## config.mk

```make
export PLATFORM = sky130hd
export DESIGN_NAME = srp16_boot_loader_flat
export DESIGN_NICKNAME = d
export VERILOG_FILES = /design/src/rtl/srp16_boot_loader_if.sv /design/src/rtl/srp16_boot_loader.sv /design/src/flat_wrapper.sv
export SDC_FILE = /design/constraint.sdc
export NUM_CORES = 1
export LEC_CHECK = 0
export BUFFER_PORTS_ARGS = -buffer_cell sky130_fd_sc_hd__buf_2
export CAP_MARGIN = 20
export CORE_MARGIN = 8
export CORE_UTILIZATION = 57
export CTS_BUF_LIST = sky130_fd_sc_hd__clkbuf_8 sky130_fd_sc_hd__clkbuf_16
export CTS_CLUSTER_DIAMETER = 50
export DETAILED_ROUTE_END_ITERATION = 12
export PLACE_DENSITY_LB_ADDON = 0.3
export SLEW_MARGIN = 15
export SYNTH_ARGS = -nofsm -noshare
export SYNTH_HDL_FRONTEND = slang
export SYNTH_SLANG_ARGS = --single-unit
```

## constraint.sdc

```tcl
create_clock -name clk -period 2.7 [get_ports clk]
set_clock_uncertainty 0.05 [all_clocks]
set_input_delay 0.135 -clock clk [delete_from_list [all_inputs] [get_ports clk]]
set_output_delay 0.135 -clock clk [all_outputs]
set_load 0.01 [all_outputs]
```

## src/rtl/srp16_boot_loader_if.sv

```systemverilog
// rtl/srp16_boot_loader_if.sv - byte-stream and memory-write bundle for the SRP16 boot loader
//
// Purpose: groups the loader's byte-input handshake and its memory/core-control
// outputs so the loader and its byte source share one connection.
// Signals:
//   rx_data[7:0]   image byte from the source
//   rx_valid       rx_data valid this cycle
//   rx_ready       loader can take a byte this cycle
//   mem_addr       memory word address for the write
//   mem_wdata      memory write data
//   mem_we         one-cycle write strobe per word
//   core_reset     reset to the SRP16 core
//   done           image loaded, core released
//   error          checksum mismatch (checksum build only)
// Modports: slave = the loader, master = the byte source / memory side.
interface srp16_boot_loader_if #(
  parameter int ADDR_WIDTH = 16
);
  logic [7:0]            rx_data;
  logic                  rx_valid;
  logic                  rx_ready;
  logic [ADDR_WIDTH-1:0] mem_addr;
  logic [15:0]           mem_wdata;
  logic                  mem_we;
  logic                  core_reset;
  logic                  done;
  logic                  error;

  modport slave (
    input  rx_data, rx_valid,
    output rx_ready, mem_addr, mem_wdata, mem_we, core_reset, done, error
  );

  modport master (
    output rx_data, rx_valid,
    input  rx_ready, mem_addr, mem_wdata, mem_we, core_reset, done, error
  );
endinterface

```

## src/rtl/srp16_boot_loader.sv

```systemverilog
// rtl/srp16_boot_loader.sv - streams a little-endian program image into SRP16 memory
//
// Purpose: accepts addr_lo, addr_hi, count_lo, count_hi, then count words as
// lo,hi byte pairs; writes each word to consecutive addresses and keeps the
// core in reset until the whole image has been written.
// Ports:
//   clk    system clock, all state on the rising edge
//   reset  synchronous, active-high
//   bus    srp16_boot_loader_if.slave (rx_data/rx_valid/rx_ready in,
//          mem_addr/mem_wdata/mem_we, core_reset, done, error out)
// Configuration: define SRP16_BOOT_CHECKSUM_EN to require a trailing XOR
// checksum byte; a mismatch parks the loader in ERROR with the core held.
module srp16_boot_loader #(
  parameter int ADDR_WIDTH = 16
) (
  input  logic                   clk,
  input  logic                   reset,
  srp16_boot_loader_if.slave     bus
);

  typedef enum logic [3:0] {
    S_ADDR_LO,
    S_ADDR_HI,
    S_CNT_LO,
    S_CNT_HI,
    S_DATA_LO,
    S_DATA_HI,
    S_WRITE,
    S_RUN
`ifdef SRP16_BOOT_CHECKSUM_EN
    , S_CHK,
    S_ERROR
`endif
  } state_t;

  state_t                state;
  logic [ADDR_WIDTH-1:0] addr;
  logic [15:0]           count;
  logic [7:0]            lo_byte;   // low byte of whichever 16-bit field is in flight
  logic                  accept;
  logic [15:0]           hdr_word;

  assign accept   = bus.rx_valid & bus.rx_ready;
  assign hdr_word = {bus.rx_data, lo_byte};

`ifdef SRP16_BOOT_CHECKSUM_EN
  logic [7:0] csum;
`else
  assign bus.error = 1'b0;
`endif

  always_ff @(posedge clk) begin
    if (reset) begin
      state          <= S_ADDR_LO;
      addr           <= '0;
      count          <= '0;
      lo_byte        <= '0;
      bus.rx_ready   <= 1'b1;
      bus.mem_we     <= 1'b0;
      bus.mem_addr   <= '0;
      bus.mem_wdata  <= '0;
      bus.core_reset <= 1'b1;
      bus.done       <= 1'b0;
`ifdef SRP16_BOOT_CHECKSUM_EN
      csum           <= '0;
      bus.error      <= 1'b0;
`endif
    end else begin
      case (state)
        S_WRITE: begin
          bus.mem_we <= 1'b0;
          addr       <= addr + 1'b1;        // wraps modulo 2^ADDR_WIDTH
          count      <= count - 16'd1;
          if (count == 16'd1) begin
`ifdef SRP16_BOOT_CHECKSUM_EN
            state          <= S_CHK;
            bus.rx_ready   <= 1'b1;
`else
            state          <= S_RUN;
            bus.core_reset <= 1'b0;
            bus.done       <= 1'b1;
`endif
          end else begin
            state        <= S_DATA_LO;
            bus.rx_ready <= 1'b1;
          end
        end

        default: begin
          if (accept) begin
`ifdef SRP16_BOOT_CHECKSUM_EN
            // the checksum byte itself is not folded into the running XOR
            if (state != S_CHK) csum <= csum ^ bus.rx_data;
`endif
            case (state)
              S_ADDR_LO: begin
                lo_byte <= bus.rx_data;
                state   <= S_ADDR_HI;
              end
              S_ADDR_HI: begin
                addr  <= ADDR_WIDTH'(hdr_word);
                state <= S_CNT_LO;
              end
              S_CNT_LO: begin
                lo_byte <= bus.rx_data;
                state   <= S_CNT_HI;
              end
              S_CNT_HI: begin
                count <= hdr_word;
                if (hdr_word == 16'd0) begin
`ifdef SRP16_BOOT_CHECKSUM_EN
                  state          <= S_CHK;
`else
                  state          <= S_RUN;
                  bus.rx_ready   <= 1'b0;
                  bus.core_reset <= 1'b0;
                  bus.done       <= 1'b1;
`endif
                end else begin
                  state <= S_DATA_LO;
                end
              end
              S_DATA_LO: begin
                lo_byte <= bus.rx_data;
                state   <= S_DATA_HI;
              end
              S_DATA_HI: begin
                bus.mem_addr  <= addr;
                bus.mem_wdata <= hdr_word;
                bus.mem_we    <= 1'b1;
                bus.rx_ready  <= 1'b0;
                state         <= S_WRITE;
              end
`ifdef SRP16_BOOT_CHECKSUM_EN
              S_CHK: begin
                bus.rx_ready <= 1'b0;
                if (bus.rx_data == csum) begin
                  state          <= S_RUN;
                  bus.core_reset <= 1'b0;
                  bus.done       <= 1'b1;
                end else begin
                  state     <= S_ERROR;
                  bus.error <= 1'b1;
                end
              end
`endif
              default: ;
            endcase
          end
        end
      endcase
    end
  end

endmodule

```

## src/flat_wrapper.sv

```systemverilog
// flat-port wrapper written by rule: the top's interface ports become plain ports
module srp16_boot_loader_flat 
#(
  parameter int ADDR_WIDTH = 16
)
  (clk, reset, bus_rx_data, bus_rx_valid, bus_rx_ready, bus_mem_addr, bus_mem_wdata, bus_mem_we, bus_core_reset, bus_done, bus_error);
  srp16_boot_loader_if #(.ADDR_WIDTH(ADDR_WIDTH)) bus_i ();
  input  logic clk;
  input  logic reset;
  input wire logic [$bits(bus_i.rx_data)-1:0] bus_rx_data;
  input wire logic [$bits(bus_i.rx_valid)-1:0] bus_rx_valid;
  output wire logic [$bits(bus_i.rx_ready)-1:0] bus_rx_ready;
  output wire logic [$bits(bus_i.mem_addr)-1:0] bus_mem_addr;
  output wire logic [$bits(bus_i.mem_wdata)-1:0] bus_mem_wdata;
  output wire logic [$bits(bus_i.mem_we)-1:0] bus_mem_we;
  output wire logic [$bits(bus_i.core_reset)-1:0] bus_core_reset;
  output wire logic [$bits(bus_i.done)-1:0] bus_done;
  output wire logic [$bits(bus_i.error)-1:0] bus_error;
  assign bus_i.rx_data = bus_rx_data;
  assign bus_i.rx_valid = bus_rx_valid;
  assign bus_rx_ready = bus_i.rx_ready;
  assign bus_mem_addr = bus_i.mem_addr;
  assign bus_mem_wdata = bus_i.mem_wdata;
  assign bus_mem_we = bus_i.mem_we;
  assign bus_core_reset = bus_i.core_reset;
  assign bus_done = bus_i.done;
  assign bus_error = bus_i.error;
  srp16_boot_loader #(.ADDR_WIDTH(ADDR_WIDTH)) u_core (.clk(clk), .reset(reset), .bus(bus_i));
endmodule
```

==> out/metrics.csv <==
metric,value,unit
post_cts_buffers,0,
clk_path_buf_depth,2,
share_comb_of_total_power,10.8,%
yosysUniqueCellTypes,73,
diodes,0,
clk_latency,0.36,ns
drive_gt1_share,17.8,%
hpwl,6900,µm
yosys-top-cells-area,"dfxtp_1 42%, nand2_1 8.8%, a21oi_1 7.8%",
synth_common_cells,"89 x nand2_1, 79 x dfxtp_1, 59 x a21oi_1",
synth_largest_area_cell,dfxtp_1,
nFillCells,548,
async_flop_share,0,%
hold_path_class,primary input to flop,
dr.pass1.iters,5,
arrival,2.27,ns
max-slew-margin-rel,51.7,%
die_h,97.4,µm
cp_num_buf_inv,0,
busiest_layer,met2,
critPathLaunchType,flop,
rsz0062_at_grt,false,
p_sw_share,26.5,%
worst-path-max-fanout,12,
drtAntennaViolNets,0,
via_per_inst,6.24,
core-area,6390,µm²
clock_power_share,41.1,%
critPathCaptureType,flop,
fmax,0.482,GHz
cp_top_family,simple AND/OR/NAND/NOR gates,
hold_violations,0,
cpPeakStageDelay,0.59,ns
r2r_slack,0.63,ns
tritoncts,yes,
drt_iter0_markers,229,
fin_nets,505,
critPathKind,flop to flop,
power.switching,0.000695,W
die_w,97.4,µm
setup_viol,0,
finalCriticalPeriod,2.07,ns
clkSinkCount,79,
io_pins,48,
final.setup.tns,0,ns
seq_power_share,48.1,%
antenna_found_initial,0,
area_growth,12.0,%
yosysSeqAreaShare,41.8,%
cts_root_buf,clkbuf_8,
drcViolationCount,0,
multiInputGateArea,1990,µm²
grt_max_degree,44,
wl_per_cell,17.6,µm
powerDensity,620,nW/µm²
start_util,59.2,%
clk_pin_slew,0.08,ns
wl,10000,µm
use_met2,33.6,%
cts.hold.buffers_added,0,
numPortBuffers,46,
vdd.ir_drop.worst,0.000399,V
die_area,9500,µm²
place_inst,556,
status,finished clean,
seq_area,1580,µm²
synth_edf_count,0,
avgSynthCellArea,8.31,µm²
grt_util_all_layers,21.2,%
cts_buffers,9,
yosys_warnings,0,
grt-ovfl-total,0,
tightest_slew,0.722,ns
yosysMostFrequentCell,nand2_1,
crit_required,2.89,ns
crit_chain,"and3b_1, nand4_1, o31a_1, o221a_1",
syn_inst,455,
p_int,0.00193,W
p_leak,1.57,nW
gp_congestion,0.923,
cts-resized-gates,0,
grt_use_met1,26.1,%
synth_nets,470,
htree_levels,3,
ys.flop_type,dfxtp_1,
use_met3,4.55,%
layout.cells.non_filler,572,
rows,29,
period_share,76.8,%
cp_slowest_cell,dfxtp_1,
grt_pass1_wl,16800,µm
synth_top_area_share,41.8,%
grt_pass1_vias,3468,
slew_violations,0,
cap_violations,0,
netlist_area,3780,µm²
vias,3572,
synth-seq-cells,79,
==> placed cells by master (no fill, tap or decap), drive strengths merged, types with 3 or more instances in the layout <==
cell type	synthesis	final
nand4	9	9
a311oi	3	3
mux2i	8	8
dfxtp	79	79
bufinv	0	3
ha	4	4
clkbuf	13	9
nand2b	5	5
xor2	3	3
nor2	21	21
or3	6	6
o311ai	3	3
o211ai	4	4
a31o	3	3
o221ai	3	3
nor3	10	10
and3	3	3
nand2	90	90
nand4b	3	3
a2bb2oi	6	6
clkinv	1	3
buf	17	54
o21ai	13	13
a31oi	7	7
a21oi	60	60
nand3	16	16
or4	3	3
nor4	14	14
a211oi	5	5
xnor2	4	4
inv	9	11
==> per-layer routing <==
| metal | vias to the layer above | routed length [µm] |
|---|---|---|
| met5 | - | 0 |
| met2 | 171 | 4610 |
| met4 | 0 | 314 |
| met3 | 26 | 860 |
| li1 | 1723 | - |
| met1 | 1652 | 4270 |
==> cell type report <==
class                      count  share of cell area (%)
multi-input combinational    336                    46.9
tap                           77                    2.27
inverter                      10                   0.886
clock buffer                   9                    2.92
timing repair buffer          54                    6.85
clock inverter                 7                    2.84
sequential                    79                    37.3
==> metrics by stage <==
step	hold WS, ns	utilization, %	instance area, µm²	setup WS [ns]	power [W]
floorplan	0.221	-	3780	1.02	0.00149
global placement	0.383	62.5	3990	0.725	0.00156
detailed placement	0.384	62.5	3990	0.659	0.00157
CTS	0.0375	66.3	4240	0.635	0.00263
global route	0.0401	66.3	4240	0.443	0.00271
finish	0.0421	66.3	4240	0.627	0.00263
==> worst paths after layout <==
| path | endpoint | depth (start not counted) | start |
|---|---|---|---|
| worst min-delay path | u_core.bus.mem_wdata[11]$_SDFFE_PP0P_ | 3 | bus_rx_data[3] |
| worst max register to register | u_core.count[12]$_SDFFE_PP0P_ | 4 | u_core.state[1]$_SDFFE_PP0P_ |
| worst max-delay path | u_core.count[12]$_SDFFE_PP0P_ | 4 | u_core.state[1]$_SDFFE_PP0P_ |
| worst min register to register | u_core.bus.core_reset$_SDFFE_PP1P_ | 1 | u_core.bus.core_reset$_SDFFE_PP1P_ |
==> tightest hold or removal path: cells and delay by family <==
family,cells,cell delay [ns]
AO/OA/AOI/OAI,1,0.05
buffers and inverters,1,0.15
AND/OR/NAND/NOR,1,0.07
==> cells by family (layout without fill, tap and decap cells) <==
logic type | count (synthesis) | in the layout | synth area share [%]
AOI/OAI and AO/OA | 124 | 124 | 21.8
xor gates and xnor gates | 7 | 7 | 1.62
DFF | 79 | 79 | 41.8
adders and majority gates | 4 | 4 | 1.32
muxes | 9 | 9 | 2.42
other | 1 | 1 | 0.0992
and+or+nand+nor | 191 | 191 | 25.2
buffers and inverters | 40 | 80 | 5.66
==> sequential cells by signal, indices dropped and copies added, names as in the netlist <==
| signal | flops |
|---|---|
| u_core.addr | 16 |
| u_core.bus.core_reset | 1 |
| u_core.bus.done | 1 |
| u_core.bus.mem_addr | 16 |
| u_core.bus.mem_wdata | 16 |
| u_core.bus.mem_we | 1 |
| u_core.bus.rx_ready | 1 |
| u_core.count | 16 |
| u_core.lo_byte | 8 |
| u_core.state | 3 |
==> power groups by stage <==
stage	clock network (W)	registers, W	logic, W
floorplan	0	0.00126	0.000226
global placement	0	0.00128	0.000272
detailed placement	0	0.00129	0.000279
CTS	0.00109	0.00126	0.000280
global route	0.00113	0.00127	0.000311
finish	0.00108	0.00126	0.000283
Note: power is estimated with default switching activity, not from simulation.
